$ cat config.mk
export PLATFORM = sky130hd
export DESIGN_NAME = icebreaker_mem_arbiter
export DESIGN_NICKNAME = d
export VERILOG_FILES = /design/src/rtl/icebreaker_mem_arbiter.sv
export SDC_FILE = /design/constraint.sdc
export NUM_CORES = 1
export LEC_CHECK = 0
export CORE_ASPECT_RATIO = 1.1
export CORE_MARGIN = 2
export CORE_UTILIZATION = 30
export DETAILED_ROUTE_END_ITERATION = 10
export GPL_TIMING_DRIVEN = 0
export PLACE_DENSITY = 0.8
export SKIP_CTS_REPAIR_TIMING = 1
export SYNTH_ARGS = -nofsm -noshare
export SYNTH_HDL_FRONTEND = slang
export SYNTH_SLANG_ARGS = --single-unit
export TNS_END_PERCENT = 10
$ cat constraint.sdc
create_clock -name clk -period 1.8 [get_ports clk]
set_input_delay 0.36 -clock clk [delete_from_list [all_inputs] [get_ports clk]]
set_output_delay 0.36 -clock clk [all_outputs]
set_load 0.02 [all_outputs]
$ cat src/rtl/icebreaker_mem_arbiter.sv
// Two-phase (ISSUE -> RESP) arbiter sharing the single-port EBR between the Kronos
// instruction and data ports. Optional fairness guard enabled by ARB_STARVE_GUARD_EN.
module icebreaker_mem_arbiter #(
  parameter int unsigned MEM_BYTES  = 4096,
  parameter int unsigned MAX_STREAK = 4
) (
  input  logic        clk,
  input  logic        RSTN,
  input  logic [31:0] instr_addr,
  input  logic        instr_req,
  output logic [31:0] instr_data,
  output logic        instr_gnt,
  input  logic [31:0] data_addr,
  input  logic [31:0] data_wr_data,
  input  logic [3:0]  data_wr_mask,
  input  logic        data_rd_req,
  input  logic        data_wr_req,
  output logic [31:0] data_rd_data,
  output logic        data_gnt,
  output logic [31:0] mem_addr,
  output logic [31:0] mem_wr_data,
  output logic [3:0]  mem_wr_mask,
  output logic        mem_en,
  output logic        mem_wr_en,
  input  logic [31:0] mem_rd_data,
  output logic        err_oor
);

  localparam logic       ST_ISSUE  = 1'b0;
  localparam logic       ST_RESP   = 1'b1;
  localparam logic [1:0] OWN_NONE  = 2'd0;
  localparam logic [1:0] OWN_INSTR = 2'd1;
  localparam logic [1:0] OWN_DRD   = 2'd2;
  localparam logic [1:0] OWN_DWR   = 2'd3;

  if (MAX_STREAK < 1) begin : g_param_check
    $error("MAX_STREAK must be at least 1");
  end

  logic        state_q, state_d;
  logic [1:0]  owner_q, owner_d;
  logic        oor_q, oor_d;
  logic        err_q, err_d;
  logic [31:0] instr_hold_q, instr_hold_d;
  logic [31:0] data_hold_q, data_hold_d;

  logic [1:0]  winner;
  logic [31:0] win_addr;
  logic        win_oor;
  logic        force_instr;
  logic        in_resp;
  logic [31:0] resp_data;

`ifdef ARB_STARVE_GUARD_EN
  localparam int unsigned SW = $clog2(MAX_STREAK + 1);
  logic [SW-1:0] streak_q, streak_d;

  assign force_instr = instr_req && (streak_q >= SW'(MAX_STREAK));

  // Streak counts data wins that bypassed a waiting fetch; any fetch win or idle fetch port clears it.
  always_comb begin
    streak_d = streak_q;
    if (state_q == ST_ISSUE) begin
      if ((winner == OWN_INSTR) || !instr_req) begin
        streak_d = '0;
      end else if (((winner == OWN_DRD) || (winner == OWN_DWR)) && (streak_q < SW'(MAX_STREAK))) begin
        streak_d = streak_q + SW'(1);
      end
    end
  end

  always_ff @(posedge clk or negedge RSTN) begin
    if (!RSTN) begin
      streak_q <= '0;
    end else begin
      streak_q <= streak_d;
    end
  end
`else
  assign force_instr = 1'b0;
`endif

  always_comb begin
    winner = OWN_NONE;
    if (state_q == ST_ISSUE) begin
      if (force_instr) begin
        winner = OWN_INSTR;
      end else if (data_wr_req) begin
        winner = OWN_DWR;
      end else if (data_rd_req) begin
        winner = OWN_DRD;
      end else if (instr_req) begin
        winner = OWN_INSTR;
      end
    end
  end

  assign win_addr = (winner == OWN_INSTR) ? instr_addr : data_addr;
  assign win_oor  = (winner != OWN_NONE) && (win_addr >= MEM_BYTES);

  // Memory strobes are combinational from the ISSUE-phase winner; out-of-range accesses never strobe.
  always_comb begin
    mem_en      = (winner != OWN_NONE) && !win_oor;
    mem_wr_en   = (winner == OWN_DWR) && !win_oor;
    mem_addr    = '0;
    mem_wr_data = '0;
    mem_wr_mask = '0;
    if (winner != OWN_NONE) begin
      mem_addr = {win_addr[31:2], 2'b00};
    end
    if (winner == OWN_DWR) begin
      mem_wr_data = data_wr_data;
      mem_wr_mask = data_wr_mask;
    end
  end

  assign in_resp   = (state_q == ST_RESP);
  assign resp_data = oor_q ? '0 : mem_rd_data;

  always_comb begin
    state_d      = state_q;
    owner_d      = owner_q;
    oor_d        = oor_q;
    err_d        = err_q;
    instr_hold_d = instr_hold_q;
    data_hold_d  = data_hold_q;
    case (state_q)
      ST_ISSUE: begin
        if (winner != OWN_NONE) begin
          state_d = ST_RESP;
          owner_d = winner;
          oor_d   = win_oor;
          err_d   = err_q | win_oor;
        end
      end
      default: begin
        state_d = ST_ISSUE;
        owner_d = OWN_NONE;
        oor_d   = 1'b0;
        if (owner_q == OWN_INSTR) begin
          instr_hold_d = resp_data;
        end
        if (owner_q == OWN_DRD) begin
          data_hold_d = resp_data;
        end
      end
    endcase
  end

  always_ff @(posedge clk or negedge RSTN) begin
    if (!RSTN) begin
      state_q      <= ST_ISSUE;
      owner_q      <= OWN_NONE;
      oor_q        <= 1'b0;
      err_q        <= 1'b0;
      instr_hold_q <= '0;
      data_hold_q  <= '0;
    end else begin
      state_q      <= state_d;
      owner_q      <= owner_d;
      oor_q        <= oor_d;
      err_q        <= err_d;
      instr_hold_q <= instr_hold_d;
      data_hold_q  <= data_hold_d;
    end
  end

  // Grants decode straight from state so an async reset during RESP kills them in the same cycle.
  assign instr_gnt    = in_resp && (owner_q == OWN_INSTR);
  assign data_gnt     = in_resp && ((owner_q == OWN_DRD) || (owner_q == OWN_DWR));
  assign instr_data   = instr_gnt ? resp_data : instr_hold_q;
  assign data_rd_data = (in_resp && (owner_q == OWN_DRD)) ? resp_data : data_hold_q;
  assign err_oor      = err_q;

endmodule

==> metrics.md <==
| Metric | Value |
|---|---|
| Layout cell share with drive strength beyond 1 | `0.338` |
| Leakage power | `0.00321 uW` |
| Slew @ Worst Pin | `0.865 ns` |
| Vias in the first global route | `4340` |
| Mean routed wirelength per cell | `16.8 um` |
| Worst EP arrival | `1.88 ns` |
| First drt pass iteration count | `6` |
| Root Buffer | `clkbuf_16` |
| CP Cell Sequence | `clkdlybuf4s50_1 -> nor4_2 -> nand4_4 -> o22ai_2 -> and2_4 -> buf_6` |
| Buffers on Ports | `267` |
| Die footprint | `12600 sq um` |
| Worst path buffer plus inverter count | `2` |
| Max FO, Critical Path | `2` |
| Worst Setup Path Type | `input port to primary output` |
| P&R area growth vs syn | `90.3%` |
| Syn Area/Cell | `8.18 sq um` |
| DP Wirelength | `11.4 mm` |
| Max Fclk | `447 MHz` |
| Htree depth | `3` |
| HP Class | `input port to asynchronous set/reset pin` |
| First-pass GRT wire length | `22.2 mm` |
| Seq/Total Area, Yosys | `0.492` |
| Routability cong. | `0.871` |
| Initial antenna violation count | `0` |
| Pwr dens | `1320 nW/um^2` |
| Filler cell count | `1016` |
| Largest net degree at the start of global routing | `70` |
| Yosys warning total | `0` |
| Chip Height | `117 um` |
| Critical Path RT | `1.44 ns` |
| FF+latch count, synth | `69` |
| Slowest cell on crit path | `clkdlybuf4s50_1` |
| DRC violations left | `0` |
| Placed Area | `6370 sq um` |
| Synth Instances | `429` |
| Clock buffer count from CTS | `9` |
| Worst-case clock buffer depth | `2` |
| Fin area | `6680 sq um` |
| CTS tree | `done` |
| Die Wd | `107 um` |
| Max stage delay on crit path | `0.43 ns` |
| Ys async rst share | `1.00` |
| Post-route ant nets | `0` |
| Delay-heaviest family, CP | `simple AND/OR/NAND/NOR gates` |
| Final core utilization | `0.584` |
| Final period util | `1.24` |
| Max-cap check violation count | `0` |
| Unrepaired setup endpoints after global routing | `true` |
| DR iter-0 viols | `193` |
| Total number of vias | `4172` |
| Final net count | `847` |
| Peak supply drop | `0.604 mV` |
| Vias per cell | `4.82` |
| EDFF count, synth | `0` |
| ANT cells | `0` |
| Post-Route WL | `14.6 mm` |
| Final Critical Period | `2.24 ns` |
| I/O pins | `274` |
| Cell Rows | `41` |
| Top FF cell, synth | `dfrtp_1` |
| Pins Over Slew Limit | `0` |
| Core area | `11400 sq um` |
| Post-Syn Area | `3510 sq um` |
| Initial Utilization | `0.307` |
| Clock transition at path regs | `0.05 ns` |
| Status | `finished with violations` |
| Total congestion overflow | `0` |
| CP Launch Type | `input port` |
| Final setup viols | `133` |
| Clock Skew | `0.00587 ns` |
| TritonCTS Sinks | `69` |
| Setup TNS | `-33.13 ns` |
| Gr usage total | `0.225` |
| Hold Violations, Final | `0` |
| Worst setup EP type | `primary output` |
| Setup ws final | `-0.436 ns` |
| Failing checks | `setup timing` |
| Skew-Pair Late Insertion Delay | `0.33 ns` |
| Distinct cells, synth | `27` |
| Worst hold slack | `0.149 ns` |
| Slew HR | `0.424` |
## logic make-up (layout without fill, tap and decap cells)
logic type             Yosys count  count (layout)  synth area share
and+or+nand+nor                224             224             0.314
AOI/OAI and AO/OA               98              98             0.144
DFF                             69              69             0.492
buffers and inverters           37             322            0.0485
other                            1               2           0.00107
## registers in the layout, summed over array words and instances, names as in the netlist
register      count
in_resp           1
owner_q           2
instr_hold_q     32
oor_q             1
err_oor           1
data_hold_q      32
## worst register-to-register path: cells and delay by family (launching register included)
family | cells | cell delay [ns]
AND/OR/NAND/NOR | 2 | 0.53
buffers and inverters | 2 | 0.33
AO/OA/AOI/OAI | 2 | 0.27
flip-flops | 1 | 0.37
## layout make-up
cell class / instances / area [sq um] / share of cell area
buffer: 34 / 287 / 0.0429
clock buffer: 12 / 256 / 0.0384
clock inverter: 4 / 70.1 / 0.0105
inverter: 2 / 7.51 / 0.00112
multi-input combinational: 324 / 1840 / 0.276
sequential: 69 / 1730 / 0.259
tap: 150 / 188 / 0.0281
timing repair buffer: 270 / 2300 / 0.344
## report_power, final
part	internal (uW)	switching, uW	total (uW)
clock	1280	626	1910
sequential	2210	195	2400
combinational	1870	2590	4470
## per-stage QoR
stage	worst slack, ns	instances	power [uW]
after floorplan	-0.0929	430	4440
after global placement	-1.83	847	6650
after detailed placement	-1.16	847	6760
after CTS	-1.44	863	8700
after global routing	-0.512	865	9230
final	-0.436	865	8780
## worst paths after layout
path,from,depth (start not counted),to,slack [ns]
hold / removal,RSTN,1,instr_hold_q[0],0.15
min in group clk,instr_req,3,owner_q[1],0.41
setup reg to reg,in_resp,6,oor_q,0.19
hold reg to reg,instr_hold_q[15],2,instr_hold_q[15],0.47
max in group asynchronous,RSTN,1,oor_q,1.05
setup / recovery,data_addr[14],6,mem_en,-0.44
## Yosys cell counts (2+ instances only)
cell type    n  share of area
and2_1      39          0.070
o21ai_0     63          0.090
buf_6        2         0.0064
inv_1        2         0.0021
a21oi_1     31          0.044
buf_4        2         0.0043
nor2_1       5         0.0054
dfrtp_1     69           0.49
nor4_1      10          0.018
nand2_1    127           0.14
nand2b_1    35          0.062
buf_2        7          0.010
clkbuf_1    23          0.025
## cell usage in the layout, fill, tap and decap left out, drive strengths merged, types with 2 or more instances in the layout
cell type / count
bufinv: 2
nand4: 2
conb: 2
dfrtp: 69
nor2: 5
clkinv: 2
nor4: 10
and2: 39
nand2b: 35
clkbuf: 69
nand2: 127
inv: 2
o21ai: 64
clkdlybuf4s50: 129
a21oi: 32
dlymetal6s2s: 5
buf: 113
## routing by layer
| metal | GRT usage | wire length [um] |
|---|---|---|
| met5 | 0 | 0 |
| met4 | 0.0998 | 592 |
| met3 | 0.0550 | 1050 |
| met2 | 0.384 | 7260 |
| met1 | 0.265 | 5670 |
(Power assumes the default switching activity.)
